--- src/rtl/conv_sequencer.sv ---
// conv_sequencer: address/enable sequencer for a 1-D convolution engine.
// After the x and f buffers are both full, the sequencer walks each output
// window j = 0..N-M. For each window it issues M read addresses to the
// synchronous-read buffers. It drives the external accumulator's enable one
// cycle behind the address, to match the read latency. It then presents the
// result on a valid/ready handshake. A one-cycle conv_done pulse marks the
// end of the whole vector.
//
// Ports:
//   clk          rising-edge clock
//   reset        asynchronous, active-low reset
//   read_done_x  x buffer full (level, sampled only while idle)
//   read_done_f  f buffer full (level, sampled only while idle)
//   m_ready_y    downstream accepts the presented result
//   addr_x       x buffer read address (j + k)
//   addr_f       f buffer read address (k)
//   en_acc       accumulator adds x_data*f_data at the next edge
//   clr_acc      accumulator zeroes at the next edge (wins over en_acc)
//   m_valid_y    accumulator holds a complete output
//   conv_done    one-cycle pulse once every output was delivered
//   busy         sequencer is not idle
//   out_idx      index j of the output being computed or presented
module conv_sequencer #(
    parameter int unsigned N    = 8,
    parameter int unsigned M    = 4,
    parameter int unsigned AW_X = 3,
    parameter int unsigned AW_F = 2,
    parameter int unsigned OW   = 3
) (
    input  logic            clk,
    input  logic            reset,
    input  logic            read_done_x,
    input  logic            read_done_f,
    input  logic            m_ready_y,
    output logic [AW_X-1:0] addr_x,
    output logic [AW_F-1:0] addr_f,
    output logic            en_acc,
    output logic            clr_acc,
    output logic            m_valid_y,
    output logic            conv_done,
    output logic            busy,
    output logic [OW-1:0]   out_idx
);

    localparam int unsigned LAST_K = M - 1;
    localparam int unsigned LAST_J = N - M;

    typedef enum logic [2:0] {
        IDLE  = 3'd0,
        MAC   = 3'd1,
        DRAIN = 3'd2,
        OUT   = 3'd3,
        DONE  = 3'd4
    } state_t;

    state_t state;

    // addr_f doubles as the tap counter k, and out_idx doubles as the window
    // index j. addr_x is kept equal to j + k by incrementing it with k.
    always_ff @(posedge clk or negedge reset) begin
        if (!reset) begin
            state     <= IDLE;
            addr_x    <= '0;
            addr_f    <= '0;
            en_acc    <= 1'b0;
            clr_acc   <= 1'b1;
            m_valid_y <= 1'b0;
            conv_done <= 1'b0;
            busy      <= 1'b0;
            out_idx   <= '0;
        end else begin
            case (state)
                IDLE: begin
                    en_acc    <= 1'b0;
                    clr_acc   <= 1'b1;
                    m_valid_y <= 1'b0;
                    conv_done <= 1'b0;
                    if (read_done_x && read_done_f) begin
                        state   <= MAC;
                        busy    <= 1'b1;
                        clr_acc <= 1'b0;
                        addr_x  <= '0;
                        addr_f  <= '0;
                        out_idx <= '0;
                    end
                end

                // Every MAC cycle issues an address, so the next cycle
                // accumulates the data returned for it.
                MAC: begin
                    en_acc  <= 1'b1;
                    clr_acc <= 1'b0;
                    if (addr_f == AW_F'(LAST_K)) begin
                        state <= DRAIN;
                    end else begin
                        addr_f <= addr_f + AW_F'(1);
                        addr_x <= addr_x + AW_X'(1);
                    end
                end

                // The last tap's data is accumulated here; no new address.
                DRAIN: begin
                    en_acc    <= 1'b0;
                    m_valid_y <= 1'b1;
                    state     <= OUT;
                end

                // Stalled: everything holds, so the accumulator stays stable.
                // The clear is registered on the handshake edge. It lands in
                // the next window's first MAC cycle, where en_acc is still low.
                OUT: begin
                    if (m_ready_y) begin
                        m_valid_y <= 1'b0;
                        clr_acc   <= 1'b1;
                        if (out_idx == OW'(LAST_J)) begin
                            state     <= DONE;
                            conv_done <= 1'b1;
                        end else begin
                            state   <= MAC;
                            out_idx <= out_idx + OW'(1);
                            addr_x  <= AW_X'(out_idx) + AW_X'(1);
                            addr_f  <= '0;
                        end
                    end
                end

                DONE: begin
                    conv_done <= 1'b0;
                    busy      <= 1'b0;
                    clr_acc   <= 1'b1;
                    state     <= IDLE;
                end

                default: begin
                    state <= IDLE;
                end
            endcase
        end
    end

endmodule
--- config.mk ---
export PLATFORM = sky130hd
export DESIGN_NAME = conv_sequencer
export DESIGN_NICKNAME = d
export VERILOG_FILES = /design/src/rtl/conv_sequencer.sv
export SDC_FILE = /design/constraint.sdc
export NUM_CORES = 1
export LEC_CHECK = 0
export BUFFER_PORTS_ARGS = -buffer_cell sky130_fd_sc_hd__buf_2
export CORE_MARGIN = 3
export CORE_UTILIZATION = 50
export DETAILED_ROUTE_END_ITERATION = 10
export PLACE_DENSITY = 0.73
export SYNTH_ARGS = -nofsm -noshare
export SYNTH_HDL_FRONTEND = slang
export SYNTH_SLANG_ARGS = --single-unit
--- constraint.sdc ---
create_clock -name clk -period 2.4 [get_ports clk]
set_input_delay 0.36 -clock clk [delete_from_list [all_inputs] [get_ports clk]]
set_output_delay 0.36 -clock clk [all_outputs]
set_load 0.005 [all_outputs]
==> Yosys cells after proc, flatten, opt, wreduce, memory -nomap -nowiden <==
Index checks and enable logic that the tools add are counted.
{ "word_totals": {"ff_bits": 16, "out_inout_bits": 13, "mem_bits_rw": 0, "word_cells": 69, "romBits": 0, "latch_bits": 0, "inputBits": 5, "mem_count": 0} }
{ "op_classes": {"order_cmp": 0, "mul": 0, "div_mod_pow": 0, "n_shift": 0, "mux": 27, "eq_ne": 12, "addsub": 3, "bitwise_logic": 0, "reduce_logical": 18} }
{ "ops": {"columns": ["cell", "n"], "rows": [
  ["2-to-1 mux 3 bit", 8],
  ["!= test 2 bit, second input constant", 6],
  ["case mux 3 bit (4 select lines)", 1],
  ["case mux 3 bit (3 select lines)", 1],
  ["2-to-1 mux 2 bit", 4],
  ["nonzero test 2 bit", 4],
  ["adder 3 x 1 -> 3 bit, second input constant", 2],
  ["equality test 3 x 2 -> 1 bit, second input constant", 2],
  ["equality test 3 bit, second input constant", 2],
  ["2-to-1 mux 1 bit", 6],
  ["case mux 1 bit (2 select lines)", 3],
  ["case mux 2 bit (3 select lines)", 1],
  ["case mux 3 bit (2 select lines)", 1],
  ["AND reduction 2 bit", 3],
  ["AND reduction 3 bit", 2],
  ["nonzero test 3 bit", 2],
  ["AND reduction 5 bit", 1],
  ["case mux 1 bit (4 select lines)", 1],
  ["AND reduction 4 bit", 1],
  ["nonzero test 4 bit", 1],
  ["OR reduction 2 bit", 2],
  ["equality test 3 x 1 -> 1 bit, second input constant", 1],
  ["logical NOT 3 bit", 1],
  ["case mux 1 bit (3 select lines)", 1],
  ["3 further kinds", 3]
]} }

==> Logic depth before layout (Yosys ltp) <==
{ "logic_depth": {"depth_word": 4, "ltp_mapped": 7, "depth_no_buf": 6} }

==> Worst setup path after synthesis <==
OpenSTA, ideal clock, no wires.
{ "synth_path": {"path_type": "reg2reg", "from": "reg out_idx[0]", "to": "reg addr_f[0]", "setup_ns": 0.125, "stages_incl_launch_ff": 8, "n_path_buf": 1, "arrival_time_ns": 1.598, "setup_slack_ns": 0.677, "cell_sequence": "dfrtp_1 inv_1 ha_1 nand2_1 a31oi_1 or3_1 buf_6 mux2_4"} }
{ "synth_via": {"elab_chain_len": 3} }
{ "synth_rtl": {"columns": ["item", "line", "rtl"], "rows": [
  ["start: declaration", "42", "output logic [OW-1:0] out_idx"],
  ["start signal: assignment", "120", "out_idx <= out_idx + OW'(1);"],
  ["equality test 3 bit", "115", "if (out_idx == OW'(LAST_J)) begin"],
  ["!= test 2 bit (no line)", null, null],
  ["AND reduction 5 bit (no line)", null, null],
  ["end signal: assignment", "96", "addr_f <= addr_f + AW_F'(1);"],
  ["end: declaration", "36", "output logic [AW_F-1:0] addr_f,"]
]} }
Every way passes these cells.
A chain may end at the register's enable or synchronous reset.

==> Final worst setup path <==
Same ends and word-level chain as after synthesis.

==> results.ini <==
[run_status]
outcome = finished clean

[finish]
multi_input_area_um2 = 448
fillCellCount = 142
layout_common_cells = 17 x buf_2, 15 x dfrtp_1, 9 x nand2_1, 9 x nor2_1, 8 x o21ai_0
area_growth_pct = 14.3
mostFrequentLayoutCell = buf_2
drive_gt1_frac = 0.288
antenna-diode-count = 0
nets = 121
seqCellArea_um2 = 402
fin_cells = 135
final_core_util = 0.644

[synthesis]
synth-seq-cells = 16
ys_warn_count = 0
ys_async_sr_fraction = 1.00
synth_flop_cell = dfrtp_1
synth_edf_count = 0
ys_seq_area_frac = 0.443
syn-mean-instance-area_um2 = 9.65
syn_inst = 94
syn_nets = 103
synth.cell_area_um2 = 907
synthDistinctLibCells = 35

[clock_network]
path_clk_slew_ps = 90
cts_tree = yes
cts_buffer_depth = 2
numCtsBuffers = 3
cts_root_buf = clkbuf_4
cts_setup_buffers = 0
cts.sinks = 16
htree_levels = 1
clkLatencyLatePin_ps = 280

[die]
io-pin-count = 18
chipHeight_um = 48.6
start_util = 0.563
dieArea_um2 = 2360
core_area_um2 = 1610
die_w_um = 48.6
rows = 14

[sta]
fin_crit_sh = 0.772
fin_crit_ps = 1850
relSlewSlack = 0.668
finalMaxSlewViolations = 0
clock_skew_ps = 1.50
final.setup.tns_ps = 0
worstMarginPinSlew_ps = 499
finalSetupViolCount = 0
rsz0062_at_grt = no
fmax_ghz = 0.540
hold_violations = 0

[placed_design]
dpl.hpwl_mm = 1.35
place.gp.congestion = 0.869
placed_cells = 130
port_buffers = 17

[hold_path]
hold_end = clr_acc
holdCritStartpoint = read_done_f
min_path_type = primary input to flip-flop
min_path_cells = 3

[pwr]
vdd_drop_max_mv = 0.674
p_leak_nw = 0.495
cellPowerDensity_nw_per_um2 = 1300

[critical_path]
r2r_start = out_idx[0]
startpoint_type = flip-flop
reg2reg_depth = 6
setup.worst_path.class = flip-flop to flip-flop
cp_data_arrival_time_ps = 2030
path_max_fanout = 5
r2r_slack_ps = 550
critPathCaptureType = flip-flop
worstPathRequired_ps = 2570
rr_endpoint = addr_f[0]

[grt]
track_usage = 0.173
gr-total-overflow = 0
grt_pass1_wl_mm = 3.20
grt_max_degree = 19
grt_pass1_vias = 744
antenna_found_initial = 0

[drt]
drcViolationCount = 0
drt_iter0_markers = 2
postRouteAntennaNets = 0
route.detailed.wl_per_inst_um = 13.4
wirelength_mm = 1.80
vias = 756
routed_via_density = 5.60
firstDrtPassIters = 4

[run]
max_cap_violations = 0

-- cell type report --
| class | instances | share of cell area |
|---|---|---|
| clock buffer | 4 | 0.0350 |
| inverter | 5 | 0.0181 |
| multi-input combinational | 67 | 0.432 |
| sequential | 16 | 0.387 |
| tap | 24 | 0.0290 |
| timing repair buffer | 19 | 0.0989 |
-- worst max-delay path by stage --
stage,end,cells after the start,startpoint
floorplan,addr_f[0],7,out_idx[0]
global placement,addr_f[0],6,out_idx[0]
detailed placement,addr_f[0],6,out_idx[0]
CTS,addr_f[0],6,out_idx[0]
global route,addr_f[0],6,out_idx[0]
finish,addr_f[0],6,out_idx[0]
-- worst max-delay path, stage by stage, from the launching register on --
cell     delay (ps)
dfrtp_1         410
inv_1            80
ha_1            210
nand2_1         100
a31oi_1         120
or3_1           490
mux2_4          340
-- per-stage QoR --
| stage | setup slack, ps | instance area (um2) | hold WS, ps | total power, W |
|---|---|---|---|---|
| 2_1_floorplan | 677 | 907 | 64.4 | 0.00104 |
| 3_3_place_gp | 574 | 991 | 288 | 0.00117 |
| 3_5_place_dp | 555 | 991 | 288 | 0.00118 |
| 4_1_cts | 536 | 1040 | 370 | 0.00136 |
| 5_1_grt | 420 | 1040 | 390 | 0.00148 |
| 6_report | 546 | 1040 | 377 | 0.00135 |
-- where the power goes --
group          leakage (nW)  internal [W]  switching, W
clock network        0.0210     0.0000923     0.0000840
logic                 0.275      0.000347      0.000314
registers             0.198      0.000379      0.000136
-- Yosys cell counts (all sizes together) (2+ instances only) --
cell	count	area, um2
clkbuf	3	11.3
buf	3	27.5
o41ai	2	17.5
a21oi	5	25.0
ha	4	50.1
nor2	9	33.8
nand2b	4	27.5
nand2	9	33.8
nor3	3	15.0
nand3	2	10.0
dfrtp	15	375
o21ai	9	48.8
mux2	4	56.3
inv	5	18.8
-- repair_timing --
item / 4_1_cts / 5_1_grt
hold buffers: 1 / 0
endpoints found under the setup margin: 0 / 0
hold endpoints to repair: 15 / 0
gates resized for setup: 0 / 0
-- state kept, by name, indices dropped and copies added (netlist names) --
name / cells
addr_f: 2
m_valid_y: 1
busy: 1
addr_x: 3
conv_done: 1
state: 3
clr_acc: 1
en_acc: 1
out_idx: 3
-- layer usage --
metal  vias up  wire length, um  share of wire  GRT usage
li1        371                -              -          -
met1       366              866           0.48      0.214
met2        15              839           0.47      0.289
met3         4               62          0.034     0.0307
met4         0               36          0.020     0.0853
met5         -                0              0          0
-- cell families after synthesis --
| logic type | Yosys count | synth area share |
|---|---|---|
| flops | 16 | 0.443 |
| fa+ha+maj | 4 | 0.0552 |
| compound gates | 26 | 0.190 |
| simple gates | 32 | 0.175 |
| buf+inv | 11 | 0.0634 |
| mux | 5 | 0.0731 |
(Power assumes the default switching activity.)
